<file path="src/rtl/fifo_axis_burst_reader_pkg.sv">
// Shared types for the FIFO read-side burst reader: FSM states and the
// {data, last} entry held in the output skid buffer.
package fifo_axis_burst_reader_pkg;

  localparam int AXIS_DATA_WIDTH = 32;

  typedef enum logic {
    IDLE  = 1'b0,
    BURST = 1'b1
  } rd_state_e;

  typedef struct packed {
    logic [AXIS_DATA_WIDTH-1:0] data;
    logic                       last;
  } beat_t;

  function automatic int max_int(input int a, input int b);
    return (a > b) ? a : b;
  endfunction

endpackage

</file>
<file path="src/rtl/fifo_axis_burst_reader_skid.sv">
// Two-entry valid/ready skid buffer; push is owned by the caller, which must
// never push while occ==2 unless the same cycle also drains a beat.
module axis_skid_buf2 #(
  parameter int W = 33
) (
  input  logic         clk,
  input  logic         rst_n,
  input  logic         push,
  input  logic [W-1:0] push_data,
  input  logic         out_ready,
  output logic         out_valid,
  output logic [W-1:0] out_data,
  output logic [1:0]   occ
);

  logic [W-1:0] head_q, head_d;
  logic [W-1:0] tail_q, tail_d;
  logic [1:0]   occ_q, occ_d;
  logic         pop;

  always_comb begin
    head_d = head_q;
    tail_d = tail_q;
    occ_d  = occ_q;
    pop    = (occ_q != 2'd0) && out_ready;
    unique case ({push, pop})
      2'b10: begin
        if (occ_q == 2'd0) head_d = push_data;
        else               tail_d = push_data;
        occ_d = occ_q + 2'd1;
      end
      2'b01: begin
        head_d = tail_q;
        occ_d  = occ_q - 2'd1;
      end
      2'b11: begin
        // Occupancy holds; at occ=1 the new word replaces the departing head.
        if (occ_q == 2'd1) begin
          head_d = push_data;
        end else begin
          head_d = tail_q;
          tail_d = push_data;
        end
      end
      default: ;
    endcase
  end

  always_ff @(posedge clk or negedge rst_n) begin
    if (!rst_n) begin
      head_q <= '0;
      tail_q <= '0;
      occ_q  <= 2'd0;
    end else begin
      head_q <= head_d;
      tail_q <= tail_d;
      occ_q  <= occ_d;
    end
  end

  assign out_valid = (occ_q != 2'd0);
  assign out_data  = head_q;
  assign occ       = occ_q;

endmodule

</file>
<file path="src/rtl/fifo_axis_burst_reader.sv">
// Drains an FWFT FIFO read port into tlast-framed bursts on a valid/ready stream.
//   state | meaning
//   IDLE  | waiting for enough words (or a flush) to start a burst
//   BURST | popping words into the skid buffer until len beats are taken
module fifo_axis_burst_reader
  import fifo_axis_burst_reader_pkg::*;
#(
  parameter int DATA_WIDTH = AXIS_DATA_WIDTH,
  parameter int CNT_WIDTH  = 4,
  parameter int BURST_LEN  = 4,
  parameter int LEN_WIDTH  = 4
) (
  input  logic                  rd_clk,
  input  logic                  rd_rst_n,
  input  logic                  enable,
  input  logic                  flush_req,
  input  logic                  fifo_empty,
  input  logic [CNT_WIDTH-1:0]  rd_data_count,
  input  logic [DATA_WIDTH-1:0] rd_data,
  output logic                  rd_en,
  output logic                  m_tvalid,
  input  logic                  m_tready,
  output logic [DATA_WIDTH-1:0] m_tdata,
  output logic                  m_tlast,
  output logic                  busy,
  output logic                  burst_done,
  output logic [LEN_WIDTH-1:0]  burst_len_o
);

  localparam int CMP_W = max_int(CNT_WIDTH, LEN_WIDTH);

  rd_state_e            state_q, state_d;
  logic [LEN_WIDTH-1:0] cnt_q, cnt_d;
  logic [LEN_WIDTH-1:0] len_q, len_d;
  logic                 done_q, done_d;
  logic [CMP_W-1:0]     count_ext;
  logic [CMP_W-1:0]     full_len;
  logic [1:0]           occ;
  beat_t                push_beat;
  beat_t                head_beat;
  logic [$bits(beat_t)-1:0] head_bits;

  assign count_ext = CMP_W'(rd_data_count);
  assign full_len  = CMP_W'(BURST_LEN);

  // Registered occupancy only, so m_tready never reaches rd_en combinationally.
  assign rd_en = (state_q == BURST) && !fifo_empty && (occ != 2'd2);

  always_comb begin
    state_d        = state_q;
    cnt_d          = cnt_q;
    len_d          = len_q;
    push_beat.data = rd_data;
    push_beat.last = 1'b0;
    unique case (state_q)
      IDLE: begin
        if (enable) begin
          if (count_ext >= full_len) begin
            len_d   = LEN_WIDTH'(BURST_LEN);
            cnt_d   = '0;
            state_d = BURST;
          end else if (flush_req && (count_ext != '0)) begin
            // Below BURST_LEN here, so the count itself is the min().
            len_d   = LEN_WIDTH'(count_ext);
            cnt_d   = '0;
            state_d = BURST;
          end
        end
      end
      BURST: begin
        if (rd_en) begin
          cnt_d = cnt_q + 1'b1;
          if (cnt_d == len_q) begin
            push_beat.last = 1'b1;
            state_d        = IDLE;
          end
        end
      end
      default: state_d = IDLE;
    endcase
    done_d = m_tvalid && m_tready && m_tlast;
  end

  always_ff @(posedge rd_clk or negedge rd_rst_n) begin
    if (!rd_rst_n) begin
      state_q <= IDLE;
      cnt_q   <= '0;
      len_q   <= '0;
      done_q  <= 1'b0;
    end else begin
      state_q <= state_d;
      cnt_q   <= cnt_d;
      len_q   <= len_d;
      done_q  <= done_d;
    end
  end

  axis_skid_buf2 #(
    .W($bits(beat_t))
  ) u_skid (
    .clk       (rd_clk),
    .rst_n     (rd_rst_n),
    .push      (rd_en),
    .push_data (push_beat),
    .out_ready (m_tready),
    .out_valid (m_tvalid),
    .out_data  (head_bits),
    .occ       (occ)
  );

  assign head_beat   = head_bits;
  assign m_tdata     = head_beat.data;
  assign m_tlast     = head_beat.last;
  assign busy        = (state_q == BURST) || (occ != 2'd0);
  assign burst_done  = done_q;
  assign burst_len_o = len_q;

endmodule

</file>
<file path="config.mk">
export PLATFORM = sky130hd
export DESIGN_NAME = fifo_axis_burst_reader
export DESIGN_NICKNAME = d
export VERILOG_FILES = /design/src/rtl/fifo_axis_burst_reader_pkg.sv /design/src/rtl/fifo_axis_burst_reader_skid.sv /design/src/rtl/fifo_axis_burst_reader.sv
export SDC_FILE = /design/constraint.sdc
export NUM_CORES = 1
export LEC_CHECK = 0
export CAP_MARGIN = 25
export CORE_MARGIN = 2
export CORE_UTILIZATION = 53
export CTS_CLUSTER_SIZE = 30
export DETAILED_ROUTE_END_ITERATION = 12
export PLACE_DENSITY = 0.95
export SLEW_MARGIN = 20
export SYNTH_ARGS = -nofsm -noshare
export SYNTH_HDL_FRONTEND = slang
export SYNTH_SLANG_ARGS = --single-unit
</file>
<file path="constraint.sdc">
create_clock -name rd_clk -period 5.2 [get_ports rd_clk]
set_input_delay 0.78 -clock rd_clk [delete_from_list [all_inputs] [get_ports rd_clk]]
set_output_delay 0.78 -clock rd_clk [all_outputs]
set_load 0.005 [all_outputs]
</file>
# [After elaboration in Yosys (flattened, before gate mapping)]
# Index checks and enable logic that the tools add are counted.
[word_totals] latchBits=0 n_memories=0 inputBits=42 romBits=0 elab_cells=65 reg_bits=78 out_inout_bits=41 ramBits=0
[classes] reduce_logical=18 shift=0 n_div=0 magnitude_cmp=1 n_mul=0 bitwise=1 n_eq_ne=12 add_sub_neg=3 muxes=23
[ops] op="2-to-1 mux 33 bit" count=4
[ops] op="one-hot mux 33 bit (3 select lines)" count=1
[ops] op="one-hot mux 33 bit (2 select lines)" count=1
[ops] op="2-to-1 mux 4 bit" count=6
[ops] op="AND reduction 3 bit" count=3
[ops] op="2-to-1 mux 1 bit" count=8
[ops] op="!= test 2 bit (second input constant)" count=4
[ops] op="one-hot mux 4 bit (2 select lines)" count=1
[ops] op="nonzero test 2 bit" count=4
[ops] op="logical AND 1 bit" count=5
[ops] op="adder 4 x 1 -> 4 bit (second input constant)" count=1
[ops] op="== test 2 x 1 -> 1 bit (second input constant)" count=2
[ops] op="== test 2 bit (second input constant)" count=2
[ops] op="== test 4 bit" count=1
[ops] op="greater-or-equal comparator 4 x 3 -> 1 bit (second input constant)" count=1
[ops] op="!= test 2 x 1 -> 1 bit (second input constant)" count=2
[ops] op="one-hot mux 2 bit (2 select lines)" count=1
[ops] op="nonzero test 4 bit" count=1
[ops] op="!= test 3 bit (second input constant)" count=1
[ops] op="nonzero test 3 bit" count=1
[ops] op="adder 2 x 1 -> 2 bit (second input constant)" count=1
[ops] op="zero test 2 bit" count=1
[ops] op="one-hot mux 1 bit (2 select lines)" count=1
[ops] op="AND reduction 2 bit" count=1
[ops] op="4 further kinds" count=4

# [Logic depth before layout (Yosys ltp)]
[depth] ltp_word=7 depth_mapped=10 mapped_depth_nobuf=8

# [By module]
# From an unflattened synthesis, not the netlist that was laid out.
[unflattened] cells_unflattened=344 area_unflattened_um2=3799.9
[by_module_without_submodules] mod="axis_skid_buf2" area_per_inst_um2=3193.1 cells_each=283 seq_area_each_um2=1701.6 instances=1
[by_module_without_submodules] mod="fifo_axis_burst_reader" area_per_inst_um2=606.8 cells_each=61 seq_area_each_um2=250.2 instances=1

# [Worst setup path after synthesis]
# OpenSTA, ideal clock, no wires.
[synth_timing] kind="input to register" start="input port fifo_empty" end="register u_skid.tail_q[13]" path_stages=6 path_slack_ns=2.843 path_buffers=2 t_required_ns=5.075 arrival_ns=2.232 setup_ns=0.125 path_cell_list="nor3b_4 -> ha_1 -> o211a_1 -> buf_2 -> buf_2 -> mux2_2"
[synth_via] elab_chain_len=6 word_cells_on_any_way=10 classes_between="4 x eq/ne; 1 x mux; 5 x reduce/logical"
[synth_lines] item="start: declaration" line="fifo_axis_burst_reader.sv:17" source="input logic fifo_empty,"
[synth_lines] item="zero test 1 bit *" line="fifo_axis_burst_reader.sv:47" source="assign rd_en = (state_q == BURST) && !fifo_empty && (occ != 2'd2);"
[synth_lines] item="logical AND 1 bit * (2 in series)" line="fifo_axis_burst_reader.sv:47"
[synth_lines] item="== test 2 bit" line="fifo_axis_burst_reader_skid.sv:26" source="unique case ({push, pop})"
[synth_lines] item="!= test 2 bit (no line) / nonzero test 2 bit (equally long branches)"
[synth_lines] item="AND reduction 3 bit (no line)"
[synth_lines] item="end signal: assignment" line="fifo_axis_burst_reader_skid.sv:56" source="tail_q <= tail_d;"
[synth_lines] item="end: declaration" line="fifo_axis_burst_reader_skid.sv:17" source="logic [W-1:0] tail_q, tail_d;"
# Mark *: on every way between the ends. The rest lies on a longest branch, timed or not.
# A chain may end at the register's enable or synchronous reset.

# [Final worst setup path]
[layout_timing] start="input port fifo_empty" end="register u_skid.tail_q[16]"
# Same word-level chain as after synthesis.

==> impl_metrics.json <==
{
  "outcome": "finished clean",
  "p_leak_nw": 1.92,
  "crit_required_ns": 5.42,
  "wl_met2_um": 3540,
  "ant_nets": 0,
  "cts_hold_buf": 0,
  "critPathLaunch": "fifo_empty",
  "ys.flop_type": "dfrtp_1",
  "grt_pass1_wl_um": 11800,
  "ir_drop_mv": 0.302,
  "yosysSeqAreaShare": 0.566,
  "port_buffers": 82,
  "syn-num-nets": 343,
  "rsz0062_at_grt": "false",
  "min_path_type": "input pin to asynchronous set/reset pin",
  "hold_viol": 0,
  "slew_headroom": 0.419,
  "tightest_slew_ns": 0.866,
  "h-tree-depth": 3,
  "overflow": 0,
  "dp.final_hpwl_um": 4850,
  "start_util": 0.546,
  "layout.nets": 424,
  "cts-buffers-inserted": 9,
  "clockRootBuffer": "clkbuf_8",
  "synth_edf_count": 0,
  "dpl_cell_area_um2": 4300,
  "synth_top_area_cell": "dfrtp_1",
  "grt_max_degree": 79,
  "die_y_um": 84.7,
  "core_area_um2": 6310,
  "maxCapViolCount": 0,
  "skew_ns": 0.0148,
  "ys_warn_count": 0,
  "r2r_start": "u_skid.occ[0]$_DFFE_PN0P_",
  "cts_tree": "done",
  "yosysMostFrequentCell": "dfrtp_1",
  "place.gp.congestion": 0.789,
  "cp-start-kind": "input pin",
  "fmax_mhz": 318,
  "min_period_ns": 3.15,
  "drt_first_pass_iters": 4,
  "viasPerCell": 5.45,
  "drc": 0,
  "yosysTopAreaCellShare": 0.566,
  "synth_cell_types": 34,
  "synthToLayoutAreaGrowth_pct": 31.5,
  "crit_path_max_fanout": 17,
  "synth.area.top_cells": "dfrtp_1 57%, mux2_2 11%, a22oi_1 7.2%",
  "final_area_um2": 4540,
  "grt_pass1_vias": 2556,
  "path_class": "input pin to flop",
  "insertion_delay_ns": 0.34,
  "finalSetupTns_ns": 0,
  "placementRows": 29,
  "io_pins": 83,
  "post_cts_resized": 0,
  "highest_layer": "met4",
  "power_per_cell_area_nw_per_um2": 579,
  "wl_um": 6990,
  "maxSlewViolCount": 0,
  "finalCritPeriodShare": 0.606,
  "cts.clk_slew.worst_paths_ns": 0.08,
  "final_util": 0.719,
  "num_vias": 2480,
  "synth.cell_area_um2": 3450,
  "die_area_um2": 7170,
  "arrival_ns": 3.36,
  "post_cts_buffers": 0,
  "synth_seq_cells": 78,
  "syn_inst": 294,
  "ys_async_sr_fraction": 1.00,
  "grtUsageTotal": 0.208,
  "drive_above_1_share": 0.153,
  "wl_met3_um": 350,
  "antenna_found_initial": 0,
  "setup_viol": 0,
  "cts_sinks": 78,
  "antenna_cells": 0,
  "synth_common_cells": "78 x dfrtp_1, 37 x nand2_1, 33 x a22oi_1, 33 x mux2_2, 25 x o21ai_0",
  "die_w_um": 84.7,
  "drt_iter0_drc": 127,
  "avgSynthCellArea_um2": 11.7,
  "crit_path_end_kind": "flop",
  "clockBufferDepth": 2,
  "routedLengthMet1_um": 3020,
  "wl_per_cell_um": 15.4
}
layer usage:
metal,up-vias,track usage
li1,1198,-
met1,1196,0.265
met2,80,0.354
met3,6,0.0403
met4,0,0.0794
met5,-,0
cell families (layout without fill, tap and decap cells):
group | after synthesis | after routing | share of synthesized area
AND/OR/NAND/NOR | 58 | 58 | 0.0794
adder cells (fa/ha/maj) | 7 | 7 | 0.0254
AO/OA/AOI/OAI | 82 | 82 | 0.150
multiplexers | 34 | 34 | 0.111
buffers and inverters | 26 | 110 | 0.0417
flip-flops | 78 | 78 | 0.566
XOR/XNOR | 9 | 9 | 0.0268
layout by cell type (no fill, tap or decap), types with 5 or more instances in the layout:
cell,synthesis,final
nand2_1,37,37
o21ai_1,14,14
ha_1,7,7
dfrtp_1,78,78
a22oi_1,33,33
inv_1,8,8
mux2_2,33,33
clkbuf_8,0,10
o21ai_0,25,25
xnor2_1,5,5
clkdlybuf4s50_1,0,81
flip-flops by register name, indices dropped and copies added (netlist names):
signal,cells
burst_len_o,4
cnt_q,4
u_skid.out_data,33
burst_done,1
u_skid.occ,2
state_q,1
u_skid.tail_q,33
stage by stage:
step           power, W  hold WS [ns]  worst slack (ns)  std cells
3_3_place_gp    0.00207         0.462              1.79        439
2_1_floorplan   0.00172         0.470              2.84        294
4_1_cts         0.00265         0.489              2.05        454
5_1_grt         0.00281         0.301              1.92        455
6_report        0.00262         0.301              2.05        455
3_5_place_dp    0.00216         0.471              1.71        440
cell type report:
| type | count | area (µm²) |
|---|---|---|
| Clock buffer | 10 | 138 |
| Clock inverter | 4 | 72.6 |
| Fill cell | 452 | 1780 |
| Inverter | 9 | 33.8 |
| Multi-Input combinational cell | 190 | 1360 |
| Sequential cell | 78 | 1950 |
| Tap cell | 77 | 96.3 |
| Timing Repair Buffer | 87 | 883 |
worst paths after layout:
path,end,slack (ns),cells past startpoint
max in group asynchronous,u_skid.occ[0]$_DFFE_PN0P_,4.32,2
worst min register to register,u_skid.out_data[15]$_DFFE_PN0P_,0.48,2
worst max register to register,u_skid.tail_q[16]$_DFFE_PN0P_,2.26,9
worst max-delay path,u_skid.tail_q[16]$_DFFE_PN0P_,2.05,6
min in group rd_clk,u_skid.out_data[15]$_DFFE_PN0P_,0.48,2
worst min-delay path,u_skid.out_data[30]$_DFFE_PN0P_,0.30,1
worst max-delay path, cell delays in order:
cell and delay, ns:
clkdlybuf4s50_1 0.45, nor3b_4 0.50, ha_1 0.27, o211a_1 0.61, buf_4 0.37, mux2_2 0.37
power breakdown:
| group | leakage (nW) | internal, W | switching (W) |
|---|---|---|---|
| sequential | 0.958 | 0.000888 | 0.000166 |
| combinational | 0.853 | 0.000609 | 0.000476 |
| clock | 0.104 | 0.000277 | 0.000208 |
| total | 1.92 | 0.00177 | 0.000851 |
Power figures use the tool's default switching activity.
==> patch 1 (same flow settings) <==
The parameter `LEN_WIDTH` goes from 4 to 8.
--- a/src/rtl/fifo_axis_burst_reader.sv
+++ b/src/rtl/fifo_axis_burst_reader.sv
@@ -8,7 +8,7 @@
   parameter int DATA_WIDTH = AXIS_DATA_WIDTH,
   parameter int CNT_WIDTH  = 4,
   parameter int BURST_LEN  = 4,
-  parameter int LEN_WIDTH  = 4
+  parameter int LEN_WIDTH  = 8
 ) (
   input  logic                  rd_clk,
   input  logic                  rd_rst_n,
Ports: changed (resized burst_len_o); port bits go from 83 to 87. No check against the original RTL was run, so the function may have changed too.
==> patch 1 against the original RTL <==
First-iteration DRC count decreased by 6.3%. Worst setup slack got worse by 120 ps. Routed wire length increased by 11%. Sequential share of layout area increased by 0.16 points. Total power increased by 4.8%. Sequential cell count increased by 4. Hold slack improved by 140 ps. Area after synthesis increased by 5.1%. Register-to-register slack got worse by 110 ps. Final area increased by 4.7%. Highest routed layer unchanged.
==> patch 1: results (changes against the original RTL) <==
synthesis:
  ys_seq_elements: 82  # was 78
  synth_area_leaders: "dfrtp_1 (57%), mux2_2 (9.9%), a22oi_1 (6.8%)"  # was dfrtp_1 (57%), mux2_2 (11%), a22oi_1 (7.2%)
  synth-seq-area-share: 0.566  # about the same
  ys_types: 36  # was 34
  async_reset_ff_frac: 1.00  # unchanged
  synth_commonest_cells: "dfrtp_1 (82), nand2_1 (42), o21ai_0 (40)"  # was dfrtp_1 (78), nand2_1 (37), a22oi_1 (33), mux2_2 (33), o21ai_0 (25)
placement:
  dpl_cell_area_um2: 4500  # was 4300 um2
  routabilityCongestion: 0.763  # was 0.789
  hpwl_um: 5390  # was 4850 um
  post-place-ws_ps: 1560  # was 1710 ps
pwr:
  power_leakage_nw: 2.03  # was 1.92 nW
  ir_drop_mv: 0.272  # was 0.302 mV
  power_density_nw_per_um2: 579  # about the same
timing:
  finClkSkew_ps: 8.43  # was 14.8 ps
  slew_headroom: 0.508  # was 0.419
global_routing:
  grt_pass1_vias: 2770  # was 2556
  grt_pass1_wl_um: 12900  # was 11800 um
  grt_max_degree: 83  # was 79
  antenna_found_initial: 0  # unchanged
cells_and_area:
  final-nonclk-buf-share: 0.179  # was 0.195
  nNonClkBuffers: 86  # was 87
  inverters: 8  # was 9
  multi_input_area_share: 0.310  # was 0.300
  seq_area_um2: 2050  # was 1950 um2
  nMultiInputCombCells: 214  # was 190
  fill_cells: 459  # was 452
  clk_share: 0.0513  # was 0.0463
  clkbuf_count: 12  # was 10
  final_nets: 450  # was 424
  drive_gt1_frac: 0.145  # was 0.153
route:
  vias: 2727  # was 2480
  drt_iter0_drc: 119  # was 127
  route.detailed.wl_per_inst_um: 16.0  # was 15.4 um
  dr.pass1.iters: 5  # was 4
worst_setup_path:
  ff2ff_setup_slack_ps: 2150  # was 2260 ps
  cp_max_fo: 18  # was 17
  crit_family: "buffers and inverters"  # unchanged
  r2r-end: "u_skid.tail_q[2]"  # was u_skid.tail_q[16]
  cp_data_arrival_time_ps: 3500  # was 3360 ps
  timing.rr.start: "u_skid.occ[0]"  # unchanged
  crit_slowest_cell: "nor3b_4"  # was o211a_1
  reg2reg_depth: 7  # was 9
outcome:
  status: "finished clean"  # unchanged
## patch 1: changes by cell type after synthesis, moves of 7 or more
cell / change
o21ai_1: -13
o21ai_0: +15
buf_2: -7
clkbuf_1: +10
## patch 1: stage by stage
step           cells  hold slack, ps  power (mW)   util
5_1_grt          486             516        2.95  0.707
6_report         486             444        2.75  0.707
3_5_place_dp     470             470        2.21  0.670
3_3_place_gp     470             461        2.14  0.670
4_1_cts          486             489        2.78  0.707
2_1_floorplan    325             473        1.72      -
## patch 1: cell families (layout without fill, tap and decap cells)
group,after synthesis,in the layout,synth area share
AOI/OAI and AO/OA,88,88,0.154
xor gates and xnor gates,11,11,0.0266
adders and majority gates,7,7,0.0242
buffers and inverters,29,110,0.0349
DFF,82,82,0.566
muxes,33,33,0.102
other,1,4,0.00103
and+or+nand+nor,71,71,0.0915
## patch 1: worst max-delay path by stage
stage | startpoint | to | slack, ps | depth (start not counted)
2_1_floorplan | fifo_empty | u_skid.tail_q[15] | 2530 | 6
4_1_cts | fifo_empty | u_skid.tail_q[9] | 1910 | 6
5_1_grt | fifo_empty | u_skid.tail_q[9] | 1790 | 6
6_report | fifo_empty | u_skid.tail_q[2] | 1930 | 6
3_3_place_gp | fifo_empty | u_skid.tail_q[10] | 1670 | 6
3_5_place_dp | fifo_empty | u_skid.tail_q[2] | 1560 | 6
## patch 1: routing by layer
layer | part of all wire | wire, um | track usage
met5 | 0 | 0 | 0
met4 | 0.0076 | 59 | 0.0582
met3 | 0.056 | 438 | 0.0619
met2 | 0.55 | 4230 | 0.387
met1 | 0.39 | 3030 | 0.263
## patch 1: where the power goes
group	switching [mW]	internal [mW]	total, mW
sequential	0.174	0.920	1.09
combinational	0.494	0.608	1.10
clock	0.222	0.334	0.556
==> patch 2 (config.mk and constraints unchanged) <==
Made on the original files. Make the reset (`rd_rst_n` and `rst_n`) synchronous in 2 clocked blocks.
--- a/src/rtl/fifo_axis_burst_reader_skid.sv
+++ b/src/rtl/fifo_axis_burst_reader_skid.sv
@@ -46,7 +46,7 @@
     endcase
   end
 
-  always_ff @(posedge clk or negedge rst_n) begin
+  always_ff @(posedge clk) begin
     if (!rst_n) begin
       head_q <= '0;
       tail_q <= '0;
--- a/src/rtl/fifo_axis_burst_reader.sv
+++ b/src/rtl/fifo_axis_burst_reader.sv
@@ -81,7 +81,7 @@
     done_d = m_tvalid && m_tready && m_tlast;
   end
 
-  always_ff @(posedge rd_clk or negedge rd_rst_n) begin
+  always_ff @(posedge rd_clk) begin
     if (!rd_rst_n) begin
       state_q <= IDLE;
       cnt_q   <= '0;
Function: differs if rd_rst_n is asserted again (counterexample within 4 cycles, from zero or initial values and one cycle with rd_rst_n low); with rd_rst_n held inactive, the same outputs for 4 cycles.
==> patch 2 against the original RTL <==
First-iteration DRC count grew 58%. Routed wire length grew 13%. Final area shrank 4.8%. Sequential share of layout area shrank 6.9 points. Total power shrank 15%. Register-to-register slack gained 140 ps. Sequential cell count is the same. Area after synthesis shrank 7.5%. Worst setup slack gained 41 ps. Critical path depth shrank 3. Sequential power shrank 22%. Via count grew 20%. Critical path type is now in -> out. Critical endpoint is now rd_en. Highest routed layer unchanged.
==> patch 2: results (changes against the original RTL) <==
synthesis:
  synth_fp_nets: 422  # was 343
  synth-seq-area-share: 0.489  # was 0.566
  synth_commonest_cells: "dfxtp_1 (78), nand2_1 (71), nor2_1 (42)"  # was dfrtp_1 (78), nand2_1 (37), a22oi_1 (33), mux2_2 (33), o21ai_0 (25)
  ys_types: 34  # unchanged
  async_reset_ff_frac: 0  # was 1.00
  synthCells: 373  # was 294
  synth_area_leaders: "dfxtp_1 (49%), a221oi_1 (8.8%), nand2_1 (8.4%)"  # was dfrtp_1 (57%), mux2_2 (11%), a22oi_1 (7.2%)
worst_setup_path:
  startpoint: "fifo_empty"  # unchanged
  reg2reg_depth: 9  # unchanged
  cp_data_arrival_time_ps: 2330  # was 3360 ps
  ff2ff_setup_slack_ps: 2400  # was 2260 ps
  r2r-end: "u_skid.tail_q[11]"  # was u_skid.tail_q[16]
  crit_slowest_cell: "clkdlybuf4s50_1"  # was o211a_1
  crit_family: "buffers and inverters"  # unchanged
  cp_slowest_stage_delay_ps: 620
  cp_max_fo: 10  # was 17
  crit_path_end: "rd_en"  # was u_skid.tail_q[16]
  timing.rr.start: "u_skid.occ[1]"  # was u_skid.occ[0]
clock_tree:
  insertion_delay_ps: 340  # about the same
  cts_root_buffer: "clkbuf_8"  # unchanged
  post_cts_resized: 0  # unchanged
  clk_path_buf_depth: 2  # unchanged
  ctsHtreeMaxLevel: 3  # unchanged
  numCtsBuffers: 9  # unchanged
  clkSlewWorstSetupHoldPaths_ps: 70
placement:
  dpl_cell_area_um2: 4050  # was 4300 um2
  routabilityCongestion: 0.779  # was 0.789
  port_buffers: 82  # unchanged
  hpwl_um: 5170  # was 4850 um
  dp.cells: 509  # was 440
cells_and_area:
  drive_gt1_frac: 0.0622  # was 0.153
  n_antenna_cell: 0  # unchanged
  final_nets: 495  # was 424
  layout.cells.non_filler: 525  # was 455
pwr:
  power_leakage_nw: 1.55  # was 1.92 nW
  ir_drop_mv: 0.239  # was 0.302 mV
timing:
  slew_headroom: 0.405  # was 0.419
  finClkSkew_ps: 7.79  # was 14.8 ps
route:
  route.detailed.wl_per_inst_um: 15.0  # was 15.4 um
  drt_iter0_drc: 201  # was 127
  vias_per_cell: 5.69  # was 5.45
  dr.pass1.iters: 4  # unchanged
global_routing:
  grt_max_degree: 40  # was 79
  grt_pass1_vias: 2872  # was 2556
  grt.met3_usage: 0.0615  # was 0.0403
  grtUsageTotal: 0.250  # was 0.208
  grt_pass1_wl_um: 13100  # was 11800 um
  gr-usage-met2: 0.426  # was 0.354
  antenna_found_initial: 0  # unchanged
  grt.met1_usage: 0.304  # was 0.265
min_path:
  min_to: "u_skid.tail_q[5]"
  hold_start: "u_skid.tail_q[5]"
  min_path_cells: 2
  min_path_type: "reg -> reg"  # was in -> async
outcome:
  status: "finished clean"  # unchanged
[patch 2: cell count changes in the layout (fill, tap and decap cells not counted), sizes merged, moves of 3 or more]
cell    delta
dfrtp     -78
dfxtp     +78
nor2      +38
a21oi     +36
nand2     +34
a22oi     -33
mux2      -33
o21ai     -33
a221oi    +32
nor3      +32
nor2b      -4
inv        -3
[patch 2: metrics by stage]
step,total power [mW],setup WS [ps],hold WS (ps)
3_3_place_gp,1.63,1740,441
3_5_place_dp,1.67,1750,447
4_1_cts,2.24,2060,457
5_1_grt,2.39,2020,472
6_report,2.24,2090,455
2_1_floorplan,1.31,2840,436
[patch 2: worst register-to-register path, cell delays in order (launching register included)]
cell	delay, ps
dfxtp_1	330
inv_1	110
ha_1	270
nand2b_1	260
inv_2	120
ha_1	250
o211ai_1	740
buf_4	400
nand2_1	90
a21oi_1	150
[patch 2: kinds of logic after synthesis]
family,count (synthesis),synth area share
and+or+nand+nor,159,0.216
AOI/OAI and AO/OA,88,0.190
DFF,78,0.489
buffers and inverters,32,0.0471
xor gates and xnor gates,7,0.0239
adders and majority gates,7,0.0274
muxes,2,0.00627
[patch 2: power breakdown]
part           total [mW]  switching, mW  internal (mW)
combinational       0.847          0.424          0.424
sequential          0.820         0.0790          0.741
clock               0.573          0.208          0.366
[patch 2: area by class of cell]
cell class | instances | area [um2]
clock buffer | 11 | 131
sequential | 78 | 1560
tap | 75 | 93.8
fill | 433 | 1570
inverter | 6 | 22.5
clock inverter | 4 | 120
timing repair buffer | 88 | 901
multi-input combinational | 263 | 1490
[patch 2: layer usage]
metal / routed length, um / part of all wire / vias to the layer above
li1: - / - / 1459
met1: 3290 / 0.42 / 1419
met3: 485 / 0.061 / 13
met5: 0 / 0 / -
met4: 130 / 0.016 / 0
met2: 3990 / 0.51 / 96
